### config.mk
export PLATFORM = sky130hd
export DESIGN_NAME = uart_rx_flat
export DESIGN_NICKNAME = d
export VERILOG_FILES = /design/src/rtl/uart_rx_pkg.sv /design/src/rtl/uart_rx_if.sv /design/src/rtl/uart_rx_fifo.sv /design/src/rtl/uart_rx.sv /design/src/flat_wrapper.sv
export SDC_FILE = /design/constraint.sdc
export NUM_CORES = 1
export LEC_CHECK = 0
export CORE_ASPECT_RATIO = 0.8
export CORE_UTILIZATION = 30
export CTS_BUF_LIST = sky130_fd_sc_hd__clkbuf_8 sky130_fd_sc_hd__clkbuf_16
export CTS_CLUSTER_DIAMETER = 200
export DETAILED_ROUTE_END_ITERATION = 8
export GPL_TIMING_DRIVEN = 0
export PLACE_DENSITY_LB_ADDON = 0.3
export SLEW_MARGIN = 30
export SYNTH_ARGS = -nofsm -noshare
export SYNTH_HDL_FRONTEND = slang
export SYNTH_SLANG_ARGS = --single-unit
### constraint.sdc
create_clock -name clk -period 3.9 [get_ports clk]
set_input_delay 0.975 -clock clk [delete_from_list [all_inputs] [get_ports clk]]
set_output_delay 0.975 -clock clk [all_outputs]
set_load 0.005 [all_outputs]
### src/rtl/uart_rx_pkg.sv
// Shared UART definitions: framer state encodings, data width and the default
// baud divisor that keeps the TX and RX halves in agreement.
package uart_rx_pkg;

  localparam int UART_DATA_BITS        = 8;
  localparam int UART_BAUD_DIV_DEFAULT = 434;

  typedef enum logic [1:0] {
    IDLE  = 2'd0,
    START = 2'd1,
    DATA  = 2'd2,
    STOP  = 2'd3
  } rx_state_e;

endpackage

### src/rtl/uart_rx_if.sv
// CPU-side port of the UART receiver: pop/clear requests in, FIFO head and
// status flags out.
interface uart_rx_if;

  logic        re;
  logic        clr_err;
  logic [31:0] rdata;
  logic        empty;
  logic        full;
  logic        overrun;
  logic        ferr;

  modport master (
    output re, clr_err,
    input  rdata, empty, full, overrun, ferr
  );

  modport slave (
    input  re, clr_err,
    output rdata, empty, full, overrun, ferr
  );

endinterface

### src/rtl/uart_rx_fifo.sv
// Byte-wide first-word-fall-through FIFO; a write while full is accepted only
// when a pop happens on the same clock.
module uart_rx_fifo #(
  parameter int DEPTH = 4
) (
  input  logic       clk,
  input  logic       rst,
  input  logic       we,
  input  logic [7:0] wdata,
  input  logic       re,
  output logic [7:0] rdata,
  output logic       empty,
  output logic       full
);

  localparam int AW = $clog2(DEPTH);

  // One extra pointer bit separates full from empty when the indices match.
  logic [AW:0] wptr;
  logic [AW:0] rptr;
  logic [7:0]  mem [DEPTH];
  logic        do_push;
  logic        do_pop;

  assign empty   = (wptr == rptr);
  assign full    = (wptr == {~rptr[AW], rptr[AW-1:0]});
  assign do_pop  = re && !empty;
  assign do_push = we && (!full || do_pop);

  always_ff @(posedge clk or posedge rst) begin
    if (rst) begin
      wptr <= '0;
      rptr <= '0;
    end else begin
      if (do_push) wptr <= wptr + 1'b1;
      if (do_pop)  rptr <= rptr + 1'b1;
    end
  end

  // NOTE: the storage array is deliberately not reset; the pointers alone
  // decide which entries are valid, so clearing the data would buy nothing.
  always_ff @(posedge clk) begin
    if (do_push) mem[wptr[AW-1:0]] <= wdata;
  end

  assign rdata = empty ? 8'h00 : mem[rptr[AW-1:0]];

endmodule

### src/rtl/uart_rx.sv
// UART receiver: synchronises rx, deframes 8N1 bytes, queues them in a FIFO and
// keeps sticky overrun/framing-error flags for the CPU.
module uart_rx
  import uart_rx_pkg::*;
#(
  parameter int UART_BAUD_DIV = UART_BAUD_DIV_DEFAULT,
  parameter int FIFO_DEPTH    = 4
) (
  input  logic     clk,
  input  logic     rst,
  input  logic     rx,
  uart_rx_if.slave bus
);

  localparam int                CW          = $clog2(UART_BAUD_DIV);
  localparam logic [CW-1:0]     BIT_RELOAD  = CW'(UART_BAUD_DIV - 1);
  localparam logic [CW-1:0]     HALF_RELOAD = CW'(UART_BAUD_DIV / 2 - 1);
  localparam logic [2:0]        LAST_BIT    = 3'(UART_DATA_BITS - 1);

  logic                      rx_m;
  logic                      rx_s;
  rx_state_e                 state;
  logic [CW-1:0]             cnt;
  logic [2:0]                bitidx;
  logic [UART_DATA_BITS-1:0] shreg;
  logic                      stop_sample;
  logic                      push_req;
  logic                      frame_err;
  logic                      drop;
  logic                      overrun_q;
  logic                      ferr_q;
  logic [7:0]                fifo_rdata;

  // NOTE: non-blocking assignments make each flop capture the pre-edge value
  // of its neighbour; blocking ones would collapse the chain into one stage.
  always_ff @(posedge clk or posedge rst) begin
    if (rst) begin
      rx_m <= 1'b1;
      rx_s <= 1'b1;
    end else begin
      rx_m <= rx;
      rx_s <= rx_m;
    end
  end

  always_ff @(posedge clk or posedge rst) begin
    if (rst) begin
      state  <= IDLE;
      cnt    <= '0;
      bitidx <= '0;
      shreg  <= '0;
    end else begin
      case (state)
        IDLE: begin
          if (!rx_s) begin
            state <= START;
            cnt   <= HALF_RELOAD;
          end
        end
        START: begin
          if (cnt == '0) begin
            // A start bit that is high again at mid-bit was a glitch.
            if (!rx_s) begin
              state  <= DATA;
              cnt    <= BIT_RELOAD;
              bitidx <= '0;
            end else begin
              state <= IDLE;
            end
          end else begin
            cnt <= cnt - 1'b1;
          end
        end
        DATA: begin
          if (cnt == '0) begin
            shreg[bitidx] <= rx_s;
            cnt           <= BIT_RELOAD;
            if (bitidx == LAST_BIT) state  <= STOP;
            else                    bitidx <= bitidx + 1'b1;
          end else begin
            cnt <= cnt - 1'b1;
          end
        end
        STOP: begin
          // Leaving at mid-stop-bit lets a back-to-back start edge be caught.
          if (cnt == '0) state <= IDLE;
          else           cnt   <= cnt - 1'b1;
        end
        default: state <= IDLE;
      endcase
    end
  end

  assign stop_sample = (state == STOP) && (cnt == '0);
  assign push_req    = stop_sample && rx_s;
  assign frame_err   = stop_sample && !rx_s;
  assign drop        = push_req && bus.full && !bus.re;

  // A coincident error event wins over clr_err.
  always_ff @(posedge clk or posedge rst) begin
    if (rst) begin
      overrun_q <= 1'b0;
      ferr_q    <= 1'b0;
    end else begin
      if (drop)             overrun_q <= 1'b1;
      else if (bus.clr_err) overrun_q <= 1'b0;
      if (frame_err)        ferr_q    <= 1'b1;
      else if (bus.clr_err) ferr_q    <= 1'b0;
    end
  end

  uart_rx_fifo #(
    .DEPTH (FIFO_DEPTH)
  ) u_fifo (
    .clk   (clk),
    .rst   (rst),
    .we    (push_req),
    .wdata (shreg),
    .re    (bus.re),
    .rdata (fifo_rdata),
    .empty (bus.empty),
    .full  (bus.full)
  );

  assign bus.rdata   = {24'b0, fifo_rdata};
  assign bus.overrun = overrun_q;
  assign bus.ferr    = ferr_q;

endmodule
### src/flat_wrapper.sv
// flat-port wrapper written by rule: the top's interface ports become plain ports
module uart_rx_flat import uart_rx_pkg::*;
#(
  parameter int UART_BAUD_DIV = UART_BAUD_DIV_DEFAULT,
  parameter int FIFO_DEPTH    = 4
)
  (clk, rst, rx, bus_re, bus_clr_err, bus_rdata, bus_empty, bus_full, bus_overrun, bus_ferr);
  uart_rx_if bus_i ();
  input  logic clk;
  input  logic rst;
  input  logic rx;
  input wire logic [$bits(bus_i.re)-1:0] bus_re;
  input wire logic [$bits(bus_i.clr_err)-1:0] bus_clr_err;
  output wire logic [$bits(bus_i.rdata)-1:0] bus_rdata;
  output wire logic [$bits(bus_i.empty)-1:0] bus_empty;
  output wire logic [$bits(bus_i.full)-1:0] bus_full;
  output wire logic [$bits(bus_i.overrun)-1:0] bus_overrun;
  output wire logic [$bits(bus_i.ferr)-1:0] bus_ferr;
  assign bus_i.re = bus_re;
  assign bus_i.clr_err = bus_clr_err;
  assign bus_rdata = bus_i.rdata;
  assign bus_empty = bus_i.empty;
  assign bus_full = bus_i.full;
  assign bus_overrun = bus_i.overrun;
  assign bus_ferr = bus_i.ferr;
  uart_rx #(.UART_BAUD_DIV(UART_BAUD_DIV), .FIFO_DEPTH(FIFO_DEPTH)) u_core (.clk(clk), .rst(rst), .rx(rx), .bus(bus_i));
endmodule
==> out/results.ini <==
[drt]
wl_per_cell_um=13.5
finalWirelength_um=6350
via_count=2142
drt-initial-drc-count=139
drtAntennaViolNets=0
viasPerCell=4.54
dr.pass1.iters=4
drc=0

[worst_setup_path]
rrSetupSlack_ns=1.13
cp_top_family=buffers and inverters
endpoint_kind=output port
reg2reg_depth=6
max_stage_delay_ns=0.61
worst-path-max-fanout=10
crit_type=register to output port
path_common_cell=clkbuf_1
slowest_stage=clkdlybuf4s50_1
arrival_ns=2.65
r2r-start=u_core.cnt[0]$_DFFE_PP0P_
path_buf_inv=3
worst_ep_required_time_ns=2.92
critPathLaunch=u_core.u_fifo.rptr[1]$_DFFE_PP0P_
critPathCapture=bus_empty
crit_chain=clkbuf_1 -> xnor2_1 -> and3_1 -> clkbuf_1 -> clkdlybuf4s50_1
cp.depth=5
r2r-end=u_core.u_fifo.mem[2][1]$_DFFE_PP_
critPathLaunchType=register

[yosys]
synth.largest_area_cell=edfxtp_1
yosysWarnings=0
ys_seq_area_share_pct=52.9
synth_common_cells=edfxtp_1 (32), dfrtp_1 (30), buf_4 (24)
synth_top_area_share_pct=28.8
ys_ff_latch=64
synth_area_leaders=edfxtp_1 (29%), dfrtp_1 (23%), buf_4 (5.4%)
synth_area_um2=3340
syn_area_per_cell_um2=12.3
ys_types=52
synthArstFlopShare_pct=50.0
synthFlopType=edfxtp_1
synthMostInstantiatedCell=edfxtp_1
syn_inst=272
synth_edf_count=32

[clock_tree]
cts_tree=done
clock_sinks=64
ctsHoldBuffers=0
numCtsBuffers=9
clockBufferDepth=2
worstSkewPairLatency_ns=0.33
htreeDepth=3
cts_setup_buffers=0
cts-root-buf=clkbuf_16
clk_pin_slew_ns=0.05
ctsResizeCount=0

[pwr]
power_density_nw_per_um2=414
vdd_drop_max_v=0.000164
p_total_mw=1.68
p_leak_nw=1.73

[sta]
rsz0062_at_grt=false
slew_viol_final=0
finalHoldViolations=0
max_freq_ghz=0.276
period_needed_ns=3.62
setup_viol_count_final=0
fin_skew_ns=0.00549
slew_headroom_pct=43.5
fin_setup_tns_ns=0
fin_crit_sh_pct=92.9
tightest_slew_ns=0.840

[grt]
grt_first_pass_wirelength_um=10500
grt_max_degree=33
antenna_found_initial=0
grt_pass1_vias=2003
overflow=0
track_usage_pct=12.2

[die]
die-height_um=96.3
initial_core_util_pct=30.7
boundaryPins=41
row_count=34
core_area_um2=10800
fp.dieW_um=120
fp.dieArea_um2=11500

[placement]
hpwl_um=4380
io_buffers=16
gp_congestion=0.806

[flow_run]
cap_violations=0

[run_status]
run_status=completed

[min_path]
hp-class=register to register

[layout]
antenna_cells=0
syn_to_final_growth_pct=21.3
layout-drive-gt1-share_pct=21.6
nNetsFinal=342

cell usage in the layout, fill, tap and decap left out, drive strengths merged, types with 2 or more instances in the layout:
master	n
edfxtp	32
dfrtp	30
buf	29
conb	24
inv	18
clkbuf	17
nand2	16
clkdlybuf4s50	16
ha	14
mux2	10
nor2	9
nor2b	9
mux4	8
a21oi	7
o21ai	7
xnor2	6
or3	5
nor4	5
nor3	4
a31oi	4
nand3	4
mux2i	4
clkinv	4
nand2b	3
a21o	3
and2	3
o31ai	3
nand4	2
o22a	2
nand3b	2
a221o	2
o22ai	2
a22o	2
o221ai	2
o31a	2
clkinvlp	2
dfstp	2
nor3b	2
per-layer routing:
layer | track usage [%] | wire, um
met2 | 19.9 | 3070
met3 | 5.15 | 270
met4 | 2.81 | 45
met5 | 0 | 0
met1 | 15.1 | 2970
worst min-delay path by stage:
stage / slack, ns / to / start / cells past startpoint
4_1_cts: 0.36 / u_core.rx_s$_DFF_PP1_ / u_core.rx_m$_DFF_PP1_ / 0
6_report: 0.36 / u_core.rx_s$_DFF_PP1_ / u_core.rx_m$_DFF_PP1_ / 0
3_3_place_gp: 0.35 / u_core.rx_s$_DFF_PP1_ / u_core.rx_m$_DFF_PP1_ / 0
2_1_floorplan: 0.35 / u_core.rx_s$_DFF_PP1_ / u_core.rx_m$_DFF_PP1_ / 0
5_1_grt: 0.37 / u_core.rx_s$_DFF_PP1_ / u_core.rx_m$_DFF_PP1_ / 0
3_5_place_dp: 0.35 / u_core.rx_s$_DFF_PP1_ / u_core.rx_m$_DFF_PP1_ / 0
state kept, by name (all words and copies together) (netlist names), named ones only:
name	flops
u_core.rx_m	1
u_core.cnt	9
u_core.bitidx	3
u_core.u_fifo.wptr	3
u_core.bus.ferr	1
u_core.rx_s	1
u_core.shreg	8
u_core.state	1
u_core.u_fifo.mem	32
u_core.bus.overrun	1
u_core.u_fifo.rptr	3
per-stage QoR:
stage	util (%)	area (um^2)	setup WS, ns	hold slack, ns	std cells
final	37.3	4050	0.278	0.355	472
after global routing	37.3	4050	0.0877	0.366	472
after global placement	34.7	3760	0.430	0.350	455
after detailed placement	34.8	3770	0.576	0.349	456
after floorplan	-	3420	1.50	0.345	295
after CTS	37.3	4040	0.207	0.356	472
report_power, final:
part / internal [mW] / leakage, nW / switching, mW / total [mW]
clock network: 0.423 / 0.130 / 0.285 / 0.708
registers: 0.724 / 0.787 / 0.0108 / 0.735
logic: 0.112 / 0.816 / 0.121 / 0.233
total: 1.26 / 1.73 / 0.417 / 1.68
area by class of cell:
class / count / area (um^2)
Fill cell: 1082 / 6800
Sequential cell: 64 / 1760
Multi-Input combinational cell: 178 / 1380
Buffer: 36 / 229
Clock buffer: 9 / 225
Tap cell: 144 / 180
Timing Repair Buffer: 17 / 168
Inverter: 17 / 63.8
Clock inverter: 7 / 41.3
cells by family after synthesis:
logic type	Yosys count	synth area share (%)
simple gates	69	11.9
flops	64	52.9
buf+inv	53	8.78
compound gates	42	9.26
mux	22	9.98
fa+ha+maj	14	5.25
xor+xnor	7	1.84
other cells	1	0.112
(Power assumes the default switching activity.)
==> patch: new RTL, config.mk and constraints unchanged <==
`FIFO_DEPTH` is set to 4 in 2 places; all go to 8.
--- a/src/rtl/uart_rx.sv
+++ b/src/rtl/uart_rx.sv
@@ -4,7 +4,7 @@
   import uart_rx_pkg::*;
 #(
   parameter int UART_BAUD_DIV = UART_BAUD_DIV_DEFAULT,
-  parameter int FIFO_DEPTH    = 4
+  parameter int FIFO_DEPTH    = 8
 ) (
   input  logic     clk,
   input  logic     rst,
--- a/src/flat_wrapper.sv
+++ b/src/flat_wrapper.sv
@@ -2,7 +2,7 @@
 module uart_rx_flat import uart_rx_pkg::*;
 #(
   parameter int UART_BAUD_DIV = UART_BAUD_DIV_DEFAULT,
-  parameter int FIFO_DEPTH    = 4
+  parameter int FIFO_DEPTH    = 8
 )
   (clk, rst, rx, bus_re, bus_clr_err, bus_rdata, bus_empty, bus_full, bus_overrun, bus_ferr);
   uart_rx_if bus_i ();
Behaviour: same outputs for any inputs over 10 cycles, from zero or initial values and one cycle with rst high; that may be too few to reach the edited logic, so the function may still have changed.
==> patch against the original RTL <==
Sequential cell count increased by 34; worst setup slack got worse by 21 ps; cell area increased by 33%; power increased by 42%; clock skew increased by 0.88 ps; non-clock buffer count increased by 8; routed wire length increased by 44%; synthesized area increased by 36%; critical path type unchanged; critical endpoint is now bus_rdata[3]; largest cell class unchanged; largest power group unchanged.
==> patch: results (changes against the original RTL) <==
cells_and_area:
  nets: 391  # +14%
  largest_reg_flops: 64  # +100%
  drive_gt1_share_pct: 22.3  # +0.66 points
  fin_cells: 565  # +20%
  antennaDiodeCount: 0  # unchanged
grt:
  grt_pass1_wl_um: 15000  # +44%
  grt.total_usage_pct: 12.6  # +0.38 points
  antenna_found_initial: 0  # unchanged
  grt_max_degree: 35  # +6.1%
synthesis:
  yosysUniqueCellTypes: 45  # -13%
  yosys-top-cells-count: "edfxtp_1 (64), dfrtp_1 (32), buf_4 (24), nor2_1 (19), mux4_2 (16)"
  synth_ff_type: "edfxtp_1"
  syn_inst: 322  # +18%
  ys_seq_area_share_pct: 61.0  # +8.1 points
  synth_warnings: 0  # unchanged
  synth_area_leaders: "edfxtp_1 (42%), dfrtp_1 (18%), mux4_2 (7.9%), buf_4 (4.0%), mux2_2 (3.0%)"
  synth-edff-count: 64  # +100%
  async_reset_ff_share_pct: 34.7  # -15 points
sta:
  maxSlewHeadroom_pct: 37.0  # -6.5 points
  finalHoldViolCount: 0  # unchanged
  skew_ps: 6.38  # +0.882 ps
pwr:
  ir_drop_uv: 224  # +37%
  p_leak_nw: 2.22  # +28%
critical_path:
  cp_slowest_cell: "clkbuf_1"
  timing.critical_path.fanout_max: 10  # unchanged
  slowest_delay_ps: 570  # -40 ps
  startpoint_type: "register"
  crit_arrival_ps: 2670  # +20 ps
clocking:
  clkTransAtPathRegs_ps: 60
  post_cts_buffers: 0  # unchanged
  cts_buffer_depth: 2  # unchanged
  numCtsBuffers: 9  # unchanged
  root_buffer: "clkbuf_16"
  clk_latency_ps: 340
  htreeDepth: 3  # unchanged
place:
  gp_congestion: 0.795  # -1.3%
  pre_cts_ws_ps: 112  # -464 ps
  port_buffers: 16  # unchanged
  placedCellCount: 549  # +20%
  dpl.hpwl_um: 6170  # +41%
  dpl_cell_area_um2: 5080  # +35%
run_status:
  status: "finished, final reports clean"
routing:
  firstDrtPassIters: 4  # unchanged
  vias: 2684  # +25%
  wl_per_cell_um: 16.2  # +20%
  first_iter_violations: 203  # +46%
worst_hold_path:
  min_path_type: "reg -> reg"
-- patch: cell count changes in the layout (fill, tap and decap cells not counted), moves of 5 or more --
cell	delta
edfxtp_1	+32
mux2i_1	+5
mux4_2	+8
nand2_1	-6
nor2_1	+9
nor2b_1	-9
nor4b_1	+7
o211ai_1	+5
-- patch: stage by stage --
stage / setup TNS [ps] / utilization, %
6_report: 0 / 37.0
5_1_grt: 0 / 37.0
4_1_cts: 0 / 37.0
3_5_place_dp: 0 / 34.9
3_3_place_gp: -4270 / 34.6
2_1_floorplan: 0 / -
-- patch: repair_timing --
item / 4_1_cts / 5_1_grt
resized for setup: 3 / 5
setup endpoints to repair: 9 / 9
gates cloned: 0 / 0
-- patch: worst max-delay path, delay by kind of cell, from the launching register on --
| kind | cells | cell delay, ps |
|---|---|---|
| AND/OR/NAND/NOR | 1 | 60 |
| buffers and inverters | 3 | 1340 |
| flip-flops | 1 | 350 |
| multiplexers | 2 | 590 |
-- patch: area by class of cell --
class	instances	area, um^2
multi-input combinational	192	1590
tap	184	230
clock inverter	7	63.8
inverter	14	52.6
fill	1377	9160
buffer	41	253
clock buffer	9	225
timing repair buffer	20	188
sequential	98	2780
-- patch: where the power goes --
group          switching, W  total, W  internal (W)
Clock              0.000371  0.000863      0.000492
Sequential        0.0000152   0.00114       0.00112
Combinational      0.000215  0.000383      0.000167
Total              0.000601   0.00238       0.00178
-- patch: kinds of logic after synthesis --
group | count (synthesis) | synth area share (%)
buffers and inverters | 55 | 6.57
XOR/XNOR | 10 | 1.92
adder cells (fa/ha/maj) | 10 | 2.75
flip-flops | 98 | 61.0
multiplexers | 38 | 13.2
AO/OA/AOI/OAI | 43 | 6.35
AND/OR/NAND/NOR | 67 | 8.14
other | 1 | 0.0824
-- patch: worst paths after layout --
path | start | to | slack (ps) | depth (start not counted)
min in group asynchronous | rst | u_core.bus.overrun | 1090 | 2
setup / recovery | u_core.u_fifo.rptr[1] | bus_rdata[3] | 260 | 6
hold / removal | u_core.rx_m | u_core.rx_s | 360 | 0
hold reg to reg | u_core.rx_m | u_core.rx_s | 360 | 0
max in group asynchronous | rst | u_core.cnt[5] | 2330 | 2
setup reg to reg | u_core.cnt[0] | u_core.u_fifo.mem[0][2] | 340 | 8
-- patch: layer usage --
layer / vias up / share of wire [%] / routed length [um] / track usage [%]
met5: - / 0 / 0 / 0
met4: 0 / 1.4 / 131 / 4.76
met3: 11 / 5.4 / 497 / 2.86
met2: 66 / 44 / 4040 / 19.1
met1: 1333 / 49 / 4460 / 17.6
li1: 1274 / - / - / -
